===== config.mk =====
export PLATFORM = sky130hd
export DESIGN_NAME = pll_reset_ctrl_flat
export DESIGN_NICKNAME = d
export VERILOG_FILES = /design/src/rtl/pll_reset_ctrl_if.sv /design/src/rtl/pll_reset_ctrl.sv /design/src/flat_wrapper.sv
export SDC_FILE = /design/constraint.sdc
export NUM_CORES = 1
export LEC_CHECK = 0
export CORE_ASPECT_RATIO = 1.1
export CORE_MARGIN = 2
export CORE_UTILIZATION = 55
export DETAILED_ROUTE_END_ITERATION = 12
export PLACE_DENSITY_LB_ADDON = 0.05
export RECOVER_POWER = 50
export SLEW_MARGIN = 10
export SYNTH_ARGS = -nofsm -noshare
export SYNTH_HDL_FRONTEND = slang
export SYNTH_SLANG_ARGS = --single-unit

===== constraint.sdc =====
create_clock -name clock -period 3.7 [get_ports clock]
set_input_delay 0.74 -clock clock [delete_from_list [all_inputs] [get_ports clock]]
set_output_delay 0.74 -clock clock [all_outputs]
set_load 0.005 [all_outputs]

===== src/rtl/pll_reset_ctrl_if.sv =====
// Signal bundle between the PLL wrapper / syscon side and pll_reset_ctrl.
// Ports: locked, soft_req (to controller); periph_reset, cpu_reset, pll_ok, lock_loss_count (from controller).
interface pll_reset_ctrl_if;
  logic       locked;
  logic       soft_req;
  logic       periph_reset;
  logic       cpu_reset;
  logic       pll_ok;
  logic [7:0] lock_loss_count;

  modport master (
    output locked,
    output soft_req,
    input  periph_reset,
    input  cpu_reset,
    input  pll_ok,
    input  lock_loss_count
  );

  modport slave (
    input  locked,
    input  soft_req,
    output periph_reset,
    output cpu_reset,
    output pll_ok,
    output lock_loss_count
  );
endinterface


===== src/rtl/pll_reset_ctrl.sv =====
// Reset sequencer driven by PLL lock: peripherals released first, CPU STAGE_GAP later.
// Ports: clock, reset (async, active-high); io.slave = locked, soft_req in;
//   periph_reset, cpu_reset, pll_ok, lock_loss_count out.
// Optional macro LOCK_LOSS_COUNT_EN builds the saturating lock-loss counter.
module pll_reset_ctrl #(
  parameter int LOCK_CYCLES = 1024,
  parameter int STAGE_GAP   = 16,
  parameter int SOFT_HOLD   = 64,
  parameter int CNT_W       = 16
) (
  input  logic              clock,
  input  logic              reset,
  pll_reset_ctrl_if.slave   io
);

  typedef enum logic [2:0] {
    WAIT_LOCK,
    STABLE,
    STAGE,
    RUN,
    SOFT
  } state_t;

  localparam logic [CNT_W-1:0] LOCK_LD = CNT_W'(LOCK_CYCLES - 1);
  localparam logic [CNT_W-1:0] GAP_LD  = CNT_W'(STAGE_GAP - 1);
  localparam logic [CNT_W-1:0] SOFT_LD = CNT_W'(SOFT_HOLD - 1);

  state_t           state_q, state_d;
  logic [CNT_W-1:0] cnt_q, cnt_d;
  logic             sync1_q;
  logic             locked_s_q;
  logic             periph_q, periph_d;
  logic             cpu_q, cpu_d;
  logic             ok_q, ok_d;
  logic             cnt_zero;

  assign cnt_zero = (cnt_q == '0);

  always_ff @(posedge clock or posedge reset) begin
    if (reset) begin
      sync1_q    <= 1'b0;
      locked_s_q <= 1'b0;
    end else begin
      sync1_q    <= io.locked;
      locked_s_q <= sync1_q;
    end
  end

  always_ff @(posedge clock or posedge reset) begin
    if (reset) begin
      state_q  <= WAIT_LOCK;
      cnt_q    <= '0;
      periph_q <= 1'b1;
      cpu_q    <= 1'b1;
      ok_q     <= 1'b0;
    end else begin
      state_q  <= state_d;
      cnt_q    <= cnt_d;
      periph_q <= periph_d;
      cpu_q    <= cpu_d;
      ok_q     <= ok_d;
    end
  end

  always_comb begin
    state_d = state_q;
    cnt_d   = cnt_q;
    unique case (state_q)
      WAIT_LOCK: begin
        cnt_d = '0;
        if (locked_s_q) begin
          state_d = STABLE;
          cnt_d   = LOCK_LD;
        end
      end
      STABLE: begin
        if (!locked_s_q) begin
          state_d = WAIT_LOCK;
          cnt_d   = '0;
        end else if (cnt_zero) begin
          state_d = STAGE;
          cnt_d   = GAP_LD;
        end else begin
          cnt_d = cnt_q - 1'b1;
        end
      end
      STAGE: begin
        if (!locked_s_q) begin
          state_d = WAIT_LOCK;
          cnt_d   = '0;
        end else if (cnt_zero) begin
          state_d = RUN;
        end else begin
          cnt_d = cnt_q - 1'b1;
        end
      end
      RUN: begin
        // lock loss has priority over a coincident soft request
        if (!locked_s_q) begin
          state_d = WAIT_LOCK;
          cnt_d   = '0;
        end else if (io.soft_req) begin
          state_d = SOFT;
          cnt_d   = SOFT_LD;
        end
      end
      SOFT: begin
        if (!locked_s_q) begin
          state_d = WAIT_LOCK;
          cnt_d   = '0;
        end else if (cnt_zero) begin
          state_d = STAGE;
          cnt_d   = GAP_LD;
        end else begin
          cnt_d = cnt_q - 1'b1;
        end
      end
      default: begin
        state_d = WAIT_LOCK;
        cnt_d   = '0;
      end
    endcase
  end

  // outputs are registered from the next state, so they change
  // on the same edge as the state and never glitch
  always_comb begin
    periph_d = 1'b1;
    cpu_d    = 1'b1;
    ok_d     = 1'b0;
    if (state_d == STAGE) begin
      periph_d = 1'b0;
    end
    if (state_d == RUN) begin
      periph_d = 1'b0;
      cpu_d    = 1'b0;
      ok_d     = 1'b1;
    end
  end

  assign io.periph_reset = periph_q;
  assign io.cpu_reset    = cpu_q;
  assign io.pll_ok       = ok_q;

`ifdef LOCK_LOSS_COUNT_EN
  logic       prev_q;
  logic [7:0] llc_q;
  logic       fall;

  assign fall = prev_q & ~locked_s_q;

  always_ff @(posedge clock or posedge reset) begin
    if (reset) begin
      prev_q <= 1'b0;
      llc_q  <= 8'd0;
    end else begin
      prev_q <= locked_s_q;
      if (fall && (state_q != WAIT_LOCK) && (llc_q != 8'hFF)) begin
        llc_q <= llc_q + 8'd1;
      end
    end
  end

  assign io.lock_loss_count = llc_q;
`else
  assign io.lock_loss_count = 8'd0;
`endif

endmodule


===== src/flat_wrapper.sv =====
// flat-port wrapper written by rule: the top's interface ports become plain ports
module pll_reset_ctrl_flat 
#(
  parameter int LOCK_CYCLES = 1024,
  parameter int STAGE_GAP   = 16,
  parameter int SOFT_HOLD   = 64,
  parameter int CNT_W       = 16
)
  (clock, reset, io_locked, io_soft_req, io_periph_reset, io_cpu_reset, io_pll_ok, io_lock_loss_count);
  pll_reset_ctrl_if io_i ();
  input  logic clock;
  input  logic reset;
  input wire logic [$bits(io_i.locked)-1:0] io_locked;
  input wire logic [$bits(io_i.soft_req)-1:0] io_soft_req;
  output wire logic [$bits(io_i.periph_reset)-1:0] io_periph_reset;
  output wire logic [$bits(io_i.cpu_reset)-1:0] io_cpu_reset;
  output wire logic [$bits(io_i.pll_ok)-1:0] io_pll_ok;
  output wire logic [$bits(io_i.lock_loss_count)-1:0] io_lock_loss_count;
  assign io_i.locked = io_locked;
  assign io_i.soft_req = io_soft_req;
  assign io_periph_reset = io_i.periph_reset;
  assign io_cpu_reset = io_i.cpu_reset;
  assign io_pll_ok = io_i.pll_ok;
  assign io_lock_loss_count = io_i.lock_loss_count;
  pll_reset_ctrl #(.LOCK_CYCLES(LOCK_CYCLES), .STAGE_GAP(STAGE_GAP), .SOFT_HOLD(SOFT_HOLD), .CNT_W(CNT_W)) u_core (.clock(clock), .reset(reset), .io(io_i));
endmodule

==> results of run 1 <==
[final timing paths]
path                       slack, ps           endpoint       startpoint  cells after the start
max in group asynchronous       2120  u_core.state_q[1]            reset                      2
max                             1160    u_core.cnt_q[7]  u_core.cnt_q[0]                      7
min reg2reg                      360  u_core.locked_s_q   u_core.sync1_q                      0
max reg2reg                     1160    u_core.cnt_q[7]  u_core.cnt_q[0]                      7
min in group asynchronous       1040    u_core.cnt_q[4]            reset                      2
min                              360  u_core.locked_s_q   u_core.sync1_q                      0
[final cells by class]
| class | count | share of cell area (%) |
|---|---|---|
| inverter | 7 | 1.68 |
| multi-input combinational | 131 | 51.3 |
| sequential | 24 | 38.5 |
| tap | 31 | 2.48 |
| timing repair buffer | 7 | 4.32 |
| clock buffer | 4 | 1.68 |
[flip-flops by register name, summed over array words and instances (netlist names)]
register,cells
u_core.io.periph_reset,1
u_core.cnt_q,16
u_core.state_q,3
u_core.sync1_q,1
u_core.io.cpu_reset,1
u_core.locked_s_q,1
u_core.io.pll_ok,1
[cells in the final DEF (no fill, tap or decap), drive strengths merged, types with 2 or more instances in the layout]
cell / n
clkbuf: 4
a221o: 2
nand2b: 2
nor4: 5
dfrtp: 22
ha: 2
inv: 7
a21oi: 11
a31oi: 2
nor3: 11
a22o: 3
nand4: 4
nor2b: 5
nor2: 15
conb: 8
clkdlybuf4s50: 4
or4: 4
o31ai: 3
o21ai: 15
o41ai: 2
o211ai: 2
or3: 2
o22a: 2
a211o: 2
dlygate4sd3: 2
dfstp: 2
nand3: 3
nand2: 12
[logic make-up (layout without fill, tap and decap cells)]
kind of cell	Yosys count	after routing	share of synthesized area (%)
compound gates	53	53	24.9
xor+xnor	1	1	0.584
fa+ha+maj	2	2	1.67
buf+inv	21	18	8.01
flops	24	24	40.2
other cells	1	8	0.250
simple gates	67	67	24.4
[per-stage QoR]
step	hold WS [ps]	instance area [um^2]	cells	power, uW	utilization [%]
final	363	1570	204	543	61.5
after global placement	332	1540	200	424	60.5
after CTS	368	1570	204	551	61.5
after detailed placement	338	1540	200	428	60.5
after global routing	387	1570	204	575	61.5
after floorplan	331	1530	176	405	-
[metal layers]
layer / track usage, % / routed length (um) / up-vias
li1: - / - / 626
met1: 32.1 / 1450 / 610
met2: 34.7 / 1480 / 50
met3: 2.28 / 191 / 4
met4: 8.79 / 29 / 0
met5: 0 / 0 / -
[critical path, cell delays in order (launching register included)]
cell and delay (ps):
dfrtp_1 450, inv_1 120, ha_1 170, nor4b_1 380
nand4_2 370, o21bai_4 430, o21ai_0 160, a221o_1 360
[power groups by stage]
stage / logic [uW] / registers [uW] / clock network [uW]
floorplan: 104 / 300 / 0
finish: 116 / 308 / 119
CTS: 116 / 307 / 128
global placement: 112 / 312 / 0
detailed placement: 116 / 312 / 0
global route: 130 / 311 / 133
==> run summary, run 1 <==
Dominant cell type by area after synthesis: dfrtp_1
Top_reg_cell synth: dfrtp_1
Rel. slew slack: 41.0%
Post-synthesis cell type count: 48
Vias in the first global route: 1149
Area of the multi-input gates: 803 um^2
Switch Pwr: 175 uW
Std-Cell Core Area: 0.00254 mm^2
Total grt overflow: 0
Fin crit period: 2540 ps
Routed WL per cell: 15.5 um
Root Buffer: clkbuf_4
Postcts setup bufs: 0
Post-Place Setup Slack: 1090 ps
Final count of pins violating max slew: 0
Initial core utilization: 59.0%
Row Count: 19
Internal Power: 368 uW
Fillers: 221
Worst Max-Slew Pin Slew: 884 ps
Register area: 603 um^2
Iteration-0 DRC Markers: 83
H-tree depth: 1
Crit path required time: 3920 ps
GRT Overall Usage: 22.5%
Die Span Y: 58.8 um
Hold Vio Cnt, Final: 0
First-pass detailed-route iteration total: 4
Setup Crit Path Kind: register to register
Vias per cell: 6.32
Vias post-DR: 1290
Max frequency: 394 MHz
Worst EP arrival: 2750 ps
Synth warn: 0
TritonCTS clock tree: built
Setup Viol. Count Final: 0
Clock buffer depth: 2
Seq cells post-synth: 24
TritonCTS Buffers: 3
Comb pwr share: 21.4%
CP endpoint kind: register
Setup WS post-layout: 1160 ps
Buffers added on ports: 6
Post-CTS sizing: 0
Number of max-cap violations: 0
Layout cells sized above 1: 8.67%
Sw Share: 32.3%
Sequential cell fraction of total power: 56.7%
Async SR Flop Fraction: 100%
Hold Buf Count CTS: 0
Hold Path Class: register to register
Die span in x: 53.8 um
Unrepaired setup endpoints after global routing: false
Pwr Density: 347 mW/mm^2
Leak pwr: 0.000651 uW
Cells after Synth: 169
Max FO, Critical Path: 15
Die area: 0.00316 mm^2
Status: finished clean
Clock transition at path regs: 130 ps
Post-Route WL: 3160 um
Most frequent cell after synthesis: dfrtp_1
DR DRC count: 0
Layout Nets: 180
Avg Cell Area, Syn: 8.88 um^2
Area growth syn-to-layout: 4.34%
ANT cells: 0
Post-DP HPWL: 2280 um
Startpoint types: register
Clock power share: 21.8%
Synth top cells by count: 22 x dfrtp_1, 15 x nor2_1, 12 x nand2_1, 12 x o21ai_0, 11 x nor3_1
Initial antenna violation count: 0
Largest net degree at the start of global routing: 25
Maximum vdd ir drop: 0.223 mV
Top-area cell type share of the netlist area: 36.7%
Clk_skew: 10.5 ps
I/O pin count: 15
Clock latency on the worst-skew pair: 320 ps
First-pass GRT wire length: 5320 um
Top post-synthesis cells by area: dfrtp_1 37%, buf_4 4.5%, o21ai_0 4.0%, nor2_1 3.8%, nor3_1 3.7%
Clock Sinks: 24
Fin crit share: 68.6%
Antenna-violating nets left: 0
Final TNS setup: 0 ps
Cell area after synthesis: 0.00150 mm^2
Seq/Total Area, Yosys: 40.2%
Post-synth EDFFs: 0
Routability cong.: 0.926
Note: power is estimated with default switching activity, not from simulation.
==> run 2, diff against run 1 <==
- CORE_UTILIZATION: 55 -> 50
- clock period: 3.7 -> 2.3 ns (I/O delays scaled with it)
==> run 2 against run 1 <==
Against the previous run: register-to-register slack worse by 960 ps; worst hold slack improved by 17 ps; die area rose by 9.3%; combinational power is 97% higher; core utilization decreased by 1.1 points; worst setup slack worse by 960 ps; clock skew fell by 8.9 ps; flip-flop and latch count is the same; fmax grew 21%; critical path depth decreased by 1; critical endpoint is now u_core.cnt_q[12].
==> run summary, run 2 (synthesis results as in run 1) <==
Status: finished clean
Crit path max-delay cell type: dfrtp_1
Largest register FFs: 16 (unchanged)
Clock Sinks: 24 (unchanged)
Cell Chain, Critical Path: nor2b_1 -> o311ai_1 -> o21bai_4 -> buf_4 -> or4_1 -> a21oi_1
CP endpoint kind: register
Die area: 0.00346 mm^2 (+9.3%)
Clock latency on the worst-skew pair: 310 ps (about the same)
Post-DP HPWL: 2620 um (+15%)
Total grt overflow: 0 (unchanged)
DR DRC count: 0 (unchanged)
Fin crit share: 91.4% (+23 points)
Fin crit period: 2100 ps (-435 ps)
Post-Route WL: 3330 um (+5.3%)
Final TNS setup: 0 ps (unchanged)
Postcts setup bufs: 0 (unchanged)
Crit path required time: 2550 ps (-1370 ps)
Initial antenna violation count: 0 (unchanged)
Leak pwr: 0.000729 uW (+12%)
Sw Share: 30.9% (-1.4 points)
Unrepaired setup endpoints after global routing: false
Clock transition at path regs: 130 ps (about the same)
Routability cong.: 0.864 (-6.7%)
First-pass detailed-route iteration total: 4 (unchanged)
Worst Max-Slew Pin Slew: 1240 ps (+358 ps)
Sequential cell fraction of total power: 52.0% (-4.7 points)
Final count of pins violating max slew: 0 (unchanged)
GRT Overall Usage: 21.3% (-1.1 points)
Layout Nets: 195 (+8.3%)
Max frequency: 476 MHz (+21%)
Hold Buf Count CTS: 0 (unchanged)
Placed Instances: 217 (+8.5%)
H-tree depth: 1 (unchanged)
Non-filler cells in the finished layout: 221 (+8.3%)
TritonCTS Buffers: 3 (unchanged)
ANT cells: 0 (unchanged)
Maximum vdd ir drop: 0.342 mV (+53%)
Std-Cell Core Area: 0.00280 mm^2 (+10%)
Fillers: 259 (+17%)
First-pass GRT wire length: 5720 um (+7.5%)
Setup Crit Path Kind: register to register
Iteration-0 DRC Markers: 49 (-41%)
I/O pin count: 15 (unchanged)
Worst EP arrival: 2350 ps (-400 ps)
Die Span Y: 61.5 um (+4.6%)
Vias in the first global route: 1291 (+12%)
Commonest non-fill, non-tap cells in the layout: 22 x dfrtp_1, 15 x nor2_1, 15 x buf_4
Setup Viol. Count Final: 0 (unchanged)
Layout cells sized above 1: 16.5% (+7.8 points)
Commonest non-fill, non-tap cell in the layout: dfrtp_1
Pwr Density: 555 mW/mm^2 (+60%)
Top reg by flops: u_core.cnt_q
Vias post-DR: 1356 (+5.1%)
Internal Power: 649 uW (+76%)
Slowest cell delay on critical path: 480 ps (+30 ps)
Hold Path Class: register to register
Comb pwr share: 24.3% (+2.9 points)
Vias per cell: 6.14 (-3.0%)
Max FO, Critical Path: 9 (-6)
Clock buffer depth: 2 (unchanged)
Largest net degree at the start of global routing: 25 (unchanged)
Post-CTS sizing: 0 (unchanged)
Number of max-cap violations: 0 (unchanged)
Clock power share: 23.7% (+1.9 points)
Hold Vio Cnt, Final: 0 (unchanged)
Antenna-violating nets left: 0 (unchanged)
Die span in x: 56.2 um (+4.5%)
Rel. slew slack: 17.2% (-24 points)
Buffers added on ports: 6 (unchanged)
Startpoint types: register
Area growth syn-to-layout: 12.8%
Routed WL per cell: 15.1 um (-2.8%)
TritonCTS clock tree: built
Clk_skew: 1.60 ps (-8.92 ps)
Row Count: 20 (+1)
Top Registers: u_core.cnt_q x16, u_core.state_q x3
Initial core utilization: 53.5% (-5.5 points)
Root Buffer: clkbuf_4
Fin util: 60.4% (-1.1 points)
Switch Pwr: 290 uW (+66%)
run 2: cell types whose count changed in the layout (fill, tap and decap cells not counted), sizes merged:
cell / before / now
buf: 1 / 15
clkbuf: 4 / 5
run 2: through the flow:
step / hold WS [ps] / setup WS [ps] / area, um^2 / total power (uW)
6_report: 381 / 198 / 1690 / 939
5_1_grt: 397 / 52.3 / 1690 / 990
4_1_cts: 382 / 145 / 1690 / 944
3_5_place_dp: 352 / 136 / 1650 / 723
3_3_place_gp: 333 / 168 / 1650 / 719
2_1_floorplan: 331 / 208 / 1530 / 651
run 2: worst paths after layout:
| kind | startpoint | end | slack, ps | cells after the start |
|---|---|---|---|---|
| max in group asynchronous | reset | u_core.cnt_q[8] | 600 | 3 |
| min reg2reg | u_core.sync1_q | u_core.locked_s_q | 380 | 0 |
| max | u_core.state_q[0] | u_core.cnt_q[12] | 200 | 6 |
| min | u_core.sync1_q | u_core.locked_s_q | 380 | 0 |
| min in group asynchronous | reset | u_core.cnt_q[2] | 970 | 3 |
| max reg2reg | u_core.state_q[0] | u_core.cnt_q[12] | 200 | 6 |
run 2: metal layers:
layer	up-vias	routed length [um]	track usage (%)
li1	656	-	-
met1	663	1570	28.3
met2	30	1610	35.6
met3	7	95	2.10
met4	0	53	10.5
met5	-	0	0
run 2: layout make-up:
cell class	count	area [um^2]	area share (%)
Clock buffer	4	36.3	2.14
Multi-Input combinational cell	131	810	47.8
Tap cell	33	41.3	2.44
Timing Repair Buffer	22	176	10.4
Inverter	7	26.3	1.55
Sequential cell	24	603	35.6
run 2: power groups by stage:
stage	clock network [uW]	logic, uW	registers [uW]
after CTS	228	228	488
after floorplan	0	168	483
after global routing	241	254	495
after global placement	0	224	495
final	222	228	488
after detailed placement	0	227	496
run 2: worst max-delay path, delay by kind of cell (launching register included):
| kind | cells | cell delay [ps] |
|---|---|---|
| simple gates | 2 | 800 |
| compound gates | 3 | 570 |
| buf+inv | 1 | 180 |
| flops | 1 | 480 |
